## src/rtl/alu_cmd_sequencer_pkg.sv

```systemverilog
// Shared constants and FSM state type for the ALU command sequencer.
// The optional checksum feature is controlled by ALU_CMD_CHECKSUM_EN.
package alu_cmd_pkg;
    localparam logic [7:0] SYNC_CMD = 8'hA5;
    localparam logic [7:0] SYNC_RSP = 8'h5A;

    localparam int ST_ERR  = 7;
    localparam int ST_ILL  = 6;
    localparam int ST_CHK  = 5;
    localparam int ST_DIV0 = 4;

    localparam logic [3:0] OP_DIV     = 4'd10;
    localparam logic [3:0] OP_ILLEGAL = 4'd11;

    typedef enum logic [3:0] {
        IDLE,
        OPC,
        OPA,
        OPB,
        CHK,
        EXEC,
        RSP_HDR,
        RSP_RES,
        RSP_STAT,
        RSP_CHK
    } state_t;
endpackage

```

## src/rtl/alu_rsp_serializer.sv

```systemverilog
// Response frame serializer: loads {hdr, result, status[, chk]} and shifts it out
// MSB-first under a valid/ready handshake. Checksum byte with ALU_CMD_CHECKSUM_EN.
module alu_rsp_serializer
    import alu_cmd_pkg::*;
#(
    parameter int N = 16
) (
    input  logic         clk,
    input  logic         rst,
    input  logic         load,
    input  logic [N-1:0] result,
    input  logic [7:0]   status,
    input  logic         tx_ready,
    output logic [7:0]   tx_data,
    output logic         tx_valid,
    output logic         hs,
    output logic         stat_next
);
    localparam int NB = N / 8;
`ifdef ALU_CMD_CHECKSUM_EN
    localparam int CK = 1;
`else
    localparam int CK = 0;
`endif
    localparam int TOT = NB + 2 + CK;
    localparam int CW  = $clog2(TOT + 1);

    logic [8*TOT-1:0] frame_q;
    logic [CW-1:0]    left_q;

`ifdef ALU_CMD_CHECKSUM_EN
    logic [7:0] rsp_chk;
    always_comb begin
        rsp_chk = SYNC_RSP ^ status;
        for (int i = 0; i < NB; i++) begin
            rsp_chk = rsp_chk ^ result[8*i +: 8];
        end
    end
`endif

    assign tx_data   = frame_q[8*TOT-1 -: 8];
    assign tx_valid  = (left_q != '0);
    assign hs        = tx_valid && tx_ready;
    // Fires on the handshake of the last result byte, i.e. status is next.
    assign stat_next = hs && (left_q == CW'(CK + 2));

    always_ff @(posedge clk or posedge rst) begin
        if (rst) begin
            frame_q <= '0;
            left_q  <= '0;
        end else if (load) begin
`ifdef ALU_CMD_CHECKSUM_EN
            frame_q <= {SYNC_RSP, result, status, rsp_chk};
`else
            frame_q <= {SYNC_RSP, result, status};
`endif
            left_q  <= CW'(TOT);
        end else if (hs) begin
            frame_q <= frame_q << 8;
            left_q  <= left_q - 1'b1;
        end
    end
endmodule

```

## src/rtl/alu_cmd_sequencer.sv

```systemverilog
// UART byte-stream front end for the ALU: parses command frames, screens errors,
// and returns a response frame. Trailing checksum bytes with ALU_CMD_CHECKSUM_EN.
module alu_cmd_sequencer
    import alu_cmd_pkg::*;
#(
    parameter int N           = 16,
    parameter int TIMEOUT_CYC = 100000
) (
    input  logic         clk,
    input  logic         rst,
    input  logic [7:0]   rx_data,
    input  logic         rx_valid,
    output logic [7:0]   tx_data,
    output logic         tx_valid,
    input  logic         tx_ready,
    output logic [N-1:0] alu_a,
    output logic [N-1:0] alu_b,
    output logic [3:0]   alu_opcode,
    input  logic [N-1:0] alu_result,
    input  logic [3:0]   alu_flags,
    output logic         busy,
    output logic         overrun
);
    localparam int NB = N / 8;
    localparam int BW = $clog2(NB + 1);
    localparam int TW = $clog2(TIMEOUT_CYC + 1);

    state_t        state, next;
    logic [BW-1:0] bcnt;
    logic [TW-1:0] tcnt;
    logic          in_cmd, in_rsp, byte_last, timeout;
    logic          hs, stat_next, load;
    logic [N-1:0]  exec_res;
    logic [7:0]    exec_stat;
`ifdef ALU_CMD_CHECKSUM_EN
    logic [7:0]    xacc;
    logic          chk_ok;
`endif

    function automatic logic [N-1:0] shift_in(input logic [N-1:0] v, input logic [7:0] b);
        logic [N+7:0] t;
        t = {v, b};
        return t[N-1:0];
    endfunction

    assign in_cmd    = state inside {OPC, OPA, OPB, CHK};
    assign in_rsp    = state inside {EXEC, RSP_HDR, RSP_RES, RSP_STAT, RSP_CHK};
    assign byte_last = (bcnt == BW'(NB - 1));
    assign timeout   = in_cmd && !rx_valid && (tcnt == TW'(TIMEOUT_CYC - 1));
    assign busy      = (state != IDLE);
    assign load      = (state == EXEC);

    always_ff @(posedge clk or posedge rst) begin
        if (rst) state <= IDLE;
        else     state <= next;
    end

    always_comb begin
        next = state;
        case (state)
            IDLE:     if (rx_valid && rx_data == SYNC_CMD) next = OPC;
            OPC:      if (rx_valid) next = OPA;
            OPA:      if (rx_valid && byte_last) next = OPB;
`ifdef ALU_CMD_CHECKSUM_EN
            OPB:      if (rx_valid && byte_last) next = CHK;
`else
            OPB:      if (rx_valid && byte_last) next = EXEC;
`endif
            CHK:      if (rx_valid) next = EXEC;
            EXEC:     next = RSP_HDR;
            RSP_HDR:  if (hs) next = RSP_RES;
            RSP_RES:  if (stat_next) next = RSP_STAT;
`ifdef ALU_CMD_CHECKSUM_EN
            RSP_STAT: if (hs) next = RSP_CHK;
`else
            RSP_STAT: if (hs) next = IDLE;
`endif
            RSP_CHK:  if (hs) next = IDLE;
            default:  next = IDLE;
        endcase
        if (timeout) next = IDLE;
    end

    // Error screening; checksum mismatch is applied last so it wins.
    always_comb begin
        exec_res  = alu_result;
        exec_stat = {4'b0, alu_flags};
        if (alu_opcode == OP_ILLEGAL) begin
            exec_res  = '0;
            exec_stat = 8'h00;
            exec_stat[ST_ERR] = 1'b1;
            exec_stat[ST_ILL] = 1'b1;
        end else if (alu_opcode == OP_DIV && alu_b == '0) begin
            exec_res  = '0;
            exec_stat = 8'h00;
            exec_stat[ST_ERR]  = 1'b1;
            exec_stat[ST_DIV0] = 1'b1;
        end
`ifdef ALU_CMD_CHECKSUM_EN
        if (!chk_ok) begin
            exec_res  = '0;
            exec_stat = 8'h00;
            exec_stat[ST_ERR] = 1'b1;
            exec_stat[ST_CHK] = 1'b1;
        end
`endif
    end

    always_ff @(posedge clk or posedge rst) begin
        if (rst) begin
            alu_a      <= '0;
            alu_b      <= '0;
            alu_opcode <= '0;
            bcnt       <= '0;
            tcnt       <= '0;
            overrun    <= 1'b0;
`ifdef ALU_CMD_CHECKSUM_EN
            xacc       <= '0;
            chk_ok     <= 1'b1;
`endif
        end else begin
            overrun <= rx_valid && in_rsp;
            if (!in_cmd || rx_valid) tcnt <= '0;
            else                     tcnt <= tcnt + 1'b1;
            if (rx_valid) begin
                case (state)
                    IDLE: if (rx_data == SYNC_CMD) begin
                        bcnt <= '0;
`ifdef ALU_CMD_CHECKSUM_EN
                        xacc   <= SYNC_CMD;
                        chk_ok <= 1'b1;
`endif
                    end
                    OPC: begin
                        alu_opcode <= rx_data[3:0];
`ifdef ALU_CMD_CHECKSUM_EN
                        xacc <= xacc ^ rx_data;
`endif
                    end
                    OPA, OPB: begin
                        if (state == OPA) alu_a <= shift_in(alu_a, rx_data);
                        else              alu_b <= shift_in(alu_b, rx_data);
                        bcnt <= byte_last ? '0 : bcnt + 1'b1;
`ifdef ALU_CMD_CHECKSUM_EN
                        xacc <= xacc ^ rx_data;
`endif
                    end
`ifdef ALU_CMD_CHECKSUM_EN
                    CHK: chk_ok <= (rx_data == xacc);
`endif
                    default: ;
                endcase
            end
        end
    end

    alu_rsp_serializer #(.N(N)) u_ser (
        .clk       (clk),
        .rst       (rst),
        .load      (load),
        .result    (exec_res),
        .status    (exec_stat),
        .tx_ready  (tx_ready),
        .tx_data   (tx_data),
        .tx_valid  (tx_valid),
        .hs        (hs),
        .stat_next (stat_next)
    );
endmodule

```

## config.mk

```make
export PLATFORM = sky130hd
export DESIGN_NAME = alu_cmd_sequencer
export DESIGN_NICKNAME = d
export VERILOG_FILES = /design/src/rtl/alu_cmd_sequencer_pkg.sv /design/src/rtl/alu_rsp_serializer.sv /design/src/rtl/alu_cmd_sequencer.sv
export SDC_FILE = /design/constraint.sdc
export NUM_CORES = 1
export LEC_CHECK = 0
export BUFFER_PORTS_ARGS = -buffer_cell sky130_fd_sc_hd__buf_2
export CORE_ASPECT_RATIO = 0.75
export CORE_UTILIZATION = 26
export DETAILED_ROUTE_END_ITERATION = 16
export PLACE_DENSITY = 0.48
export SETUP_SLACK_MARGIN = 0.4
export SYNTH_ARGS = -nofsm -noshare
export SYNTH_HDL_FRONTEND = slang
export SYNTH_SLANG_ARGS = --single-unit
```

## constraint.sdc

```tcl
create_clock -name clk -period 4 [get_ports clk]
set_clock_uncertainty 0.1 [all_clocks]
set_input_delay 0.2 -clock clk [delete_from_list [all_inputs] [get_ports clk]]
set_output_delay 0.2 -clock clk [all_outputs]
set_load 0.03 [all_outputs]
```

==> out/qor.yml <==
hp-class: "input pin to flip-flop"
cp_cell_sequence: "nor2b_2 > nand3_2 > a311oi_4 > nand2_1 > a21oi_1"
cp.required_ps: 4160
crit_arrival_ps: 2980
power_density_nw_per_um2: 758
yosys-top-cells-area: "dfrtp_1 55%, mux2_2 8.5%, nor2_1 4.2%, nand2_1 3.4%, o21ai_0 2.6%"
grt_max_degree: 60
cts_root_buf: "clkbuf_16"
leakage_nw: 2.35
slew_headroom_pct: 31.1
dp_hpwl_um: 6840
slew_violations: 0
finalHoldViolCount: 0
ys_async_sr_fraction_pct: 100
grt_overflow_total: 0
synthDistinctLibCells: 48
antenna_found_initial: 1
n_antenna_cell: 0
seq_area_um2: 2350
nFillCells: 1657
dp_slack_ps: 1180
status: "complete, no violations"
clock_sinks: 94
num_rows: 40
peakVddDrop_mv: 0.283
cts_buffers: 9
holdPathStages: 2
end_kind: "flip-flop"
synth_top_area_share_pct: 55.2
place_area_um2: 4790
cts-htree-levels: 3
ctsResizeCount: 0
multi_input_area_um2: 1740
synth_nets: 428
pin_count: 79
r2r_cells: 5
cap_violations: 0
ant_nets: 0
gp_congestion: 0.743
max_stage_delay_ps: 1000
first_global_vias: 3067
drt-initial-drc-count: 117
port_buffers: 78
area_delta_synth_final_pct: 23.4
nNetsFinal: 513
grt_setup_unrepaired: "no"
worstSkewPairLatency_ps: 340
period_share_pct: 70.4
wire_per_inst_um: 14.2
wl_um: 9850
grtUsageTotal_pct: 12.3
setup_viol: 0
seq_area_frac_synth_pct: 55.2
worstSetupStartpointType: "flip-flop"
yosysTopAreaCell: "dfrtp_1"
synthFlopType: "dfrtp_1"
synth_area_um2: 4260
core_um2: 16000
drc: 0
die_w_um: 150
ys_seq_elements: 94
fin_crit_ps: 2820
syn_area_per_cell_um2: 10.9
dr.pass1.iters: 4
holdWs_ps: 11.8
path_max_fanout: 23
grt_pass1_wl_um: 16100
setup_tns_ps: 0
path_class: "flip-flop to flip-flop"
die_area_um2: 16900
synth_edf_count: 0
synth_commonest_cells: "94 x dfrtp_1, 48 x nor2_1, 39 x nand2_1"
finalPower_mw: 3.98
tightest_slew_ps: 1030
setup_slack_ps: 1180
synth_warnings: 0
drive_gt1_share_pct: 31.5
cts_buffer_depth: 2
fin_area_um2: 5260
vias: 3104
fmax_ghz: 0.355
synthMostInstantiatedCell: "dfrtp_1"
start_util_pct: 26.6
die_height_um: 113
critical-path-slowest-cell: "a311oi_4"
clk_pin_slew_worst_paths_ps: 70
viasPerCell: 4.49
synth_cells: 392
cts_tree: "done"
critical path, delay by kind of cell (launching register included):
family	cells	cell delay, ps
AND/OR/NAND/NOR	3	860
flip-flops	1	590
AO/OA/AOI/OAI	2	1180
where the power goes:
part           internal (mW)  total [mW]  switching, mW
sequential              1.31        1.59          0.274
clock                  0.437       0.837          0.400
combinational          0.561        1.56           1.00
total                   2.31        3.98           1.67
state kept, by name (all words and copies together) (netlist names):
name and cells:
u_ser.left_q 3, tcnt 17, overrun 1, bcnt 2
alu_b 16, alu_a 16, alu_opcode 4, state 4
u_ser.frame_q 31
path summary, 6_finish.rpt:
check | startpoint | to | slack [ps]
hold reg to reg | tcnt[0] | tcnt[0] | 390
setup / recovery | state[0] | u_ser.frame_q[12] | 1180
min in group asynchronous | rst | u_ser.frame_q[29] | 430
hold / removal | alu_flags[0] | u_ser.frame_q[0] | 10
setup reg to reg | state[0] | u_ser.frame_q[12] | 1180
max in group asynchronous | rst | tcnt[6] | 2390
metrics by stage:
| stage | utilization [%] | instances |
|---|---|---|
| finish | 32.8 | 692 |
| floorplan | - | 392 |
| detailed placement | 29.9 | 658 |
| CTS | 32.8 | 692 |
| global route | 32.8 | 692 |
| global placement | 29.9 | 658 |
kinds of logic (layout without fill, tap and decap cells):
| family | Yosys count | in the layout | synth area share (%) |
|---|---|---|---|
| XOR/XNOR | 17 | 17 | 3.50 |
| AND/OR/NAND/NOR | 144 | 144 | 16.7 |
| buffers and inverters | 32 | 122 | 4.23 |
| adder cells (fa/ha/maj) | 4 | 4 | 1.17 |
| multiplexers | 36 | 36 | 9.52 |
| flip-flops | 94 | 94 | 55.2 |
| AO/OA/AOI/OAI | 65 | 65 | 9.66 |
layout make-up:
type	instances	area share, %
sequential	94	44.7
multi-input combinational	266	33.1
timing repair buffer	98	11.1
tap	210	5.00
clock buffer	9	4.28
clock inverter	7	1.14
inverter	8	0.619
routing by layer:
layer | global-route usage [%] | wire length [um] | share of wire [%]
met1 | 17.3 | 4880 | 50
met2 | 18.7 | 4420 | 45
met3 | 3.02 | 412 | 4.2
met5 | 0 | 13 | 0.13
met4 | 3.50 | 121 | 1.2
layout by cell type, fill, tap and decap left out, drive strengths merged, types with 2 or more instances in the layout:
| cell type | Yosys | layout |
|---|---|---|
| o21ai | 24 | 24 |
| clkbuf | 6 | 9 |
| xor2 | 8 | 8 |
| nor2 | 51 | 51 |
| dfrtp | 94 | 94 |
| or3 | 2 | 2 |
| nand4 | 5 | 5 |
| ha | 4 | 4 |
| nand2b | 2 | 2 |
| nand4bb | 2 | 2 |
| nor4 | 5 | 5 |
| a211oi | 2 | 2 |
| mux2 | 36 | 36 |
| a21oi | 26 | 26 |
| dlygate4sd3 | 0 | 18 |
| nand2 | 45 | 45 |
| inv | 8 | 14 |
| and2 | 2 | 2 |
| buf | 18 | 80 |
| and3 | 5 | 5 |
| a22o | 6 | 6 |
| nor3 | 3 | 3 |
| nand3 | 15 | 15 |
| xnor2 | 9 | 9 |
what timing repair did:
item / 4_1_cts / 5_1_grt
hold buffers: 18 / 0
setup buffers: 0 / 0
hold endpoints to repair: 75 / 0
(Power assumes the default switching activity.)
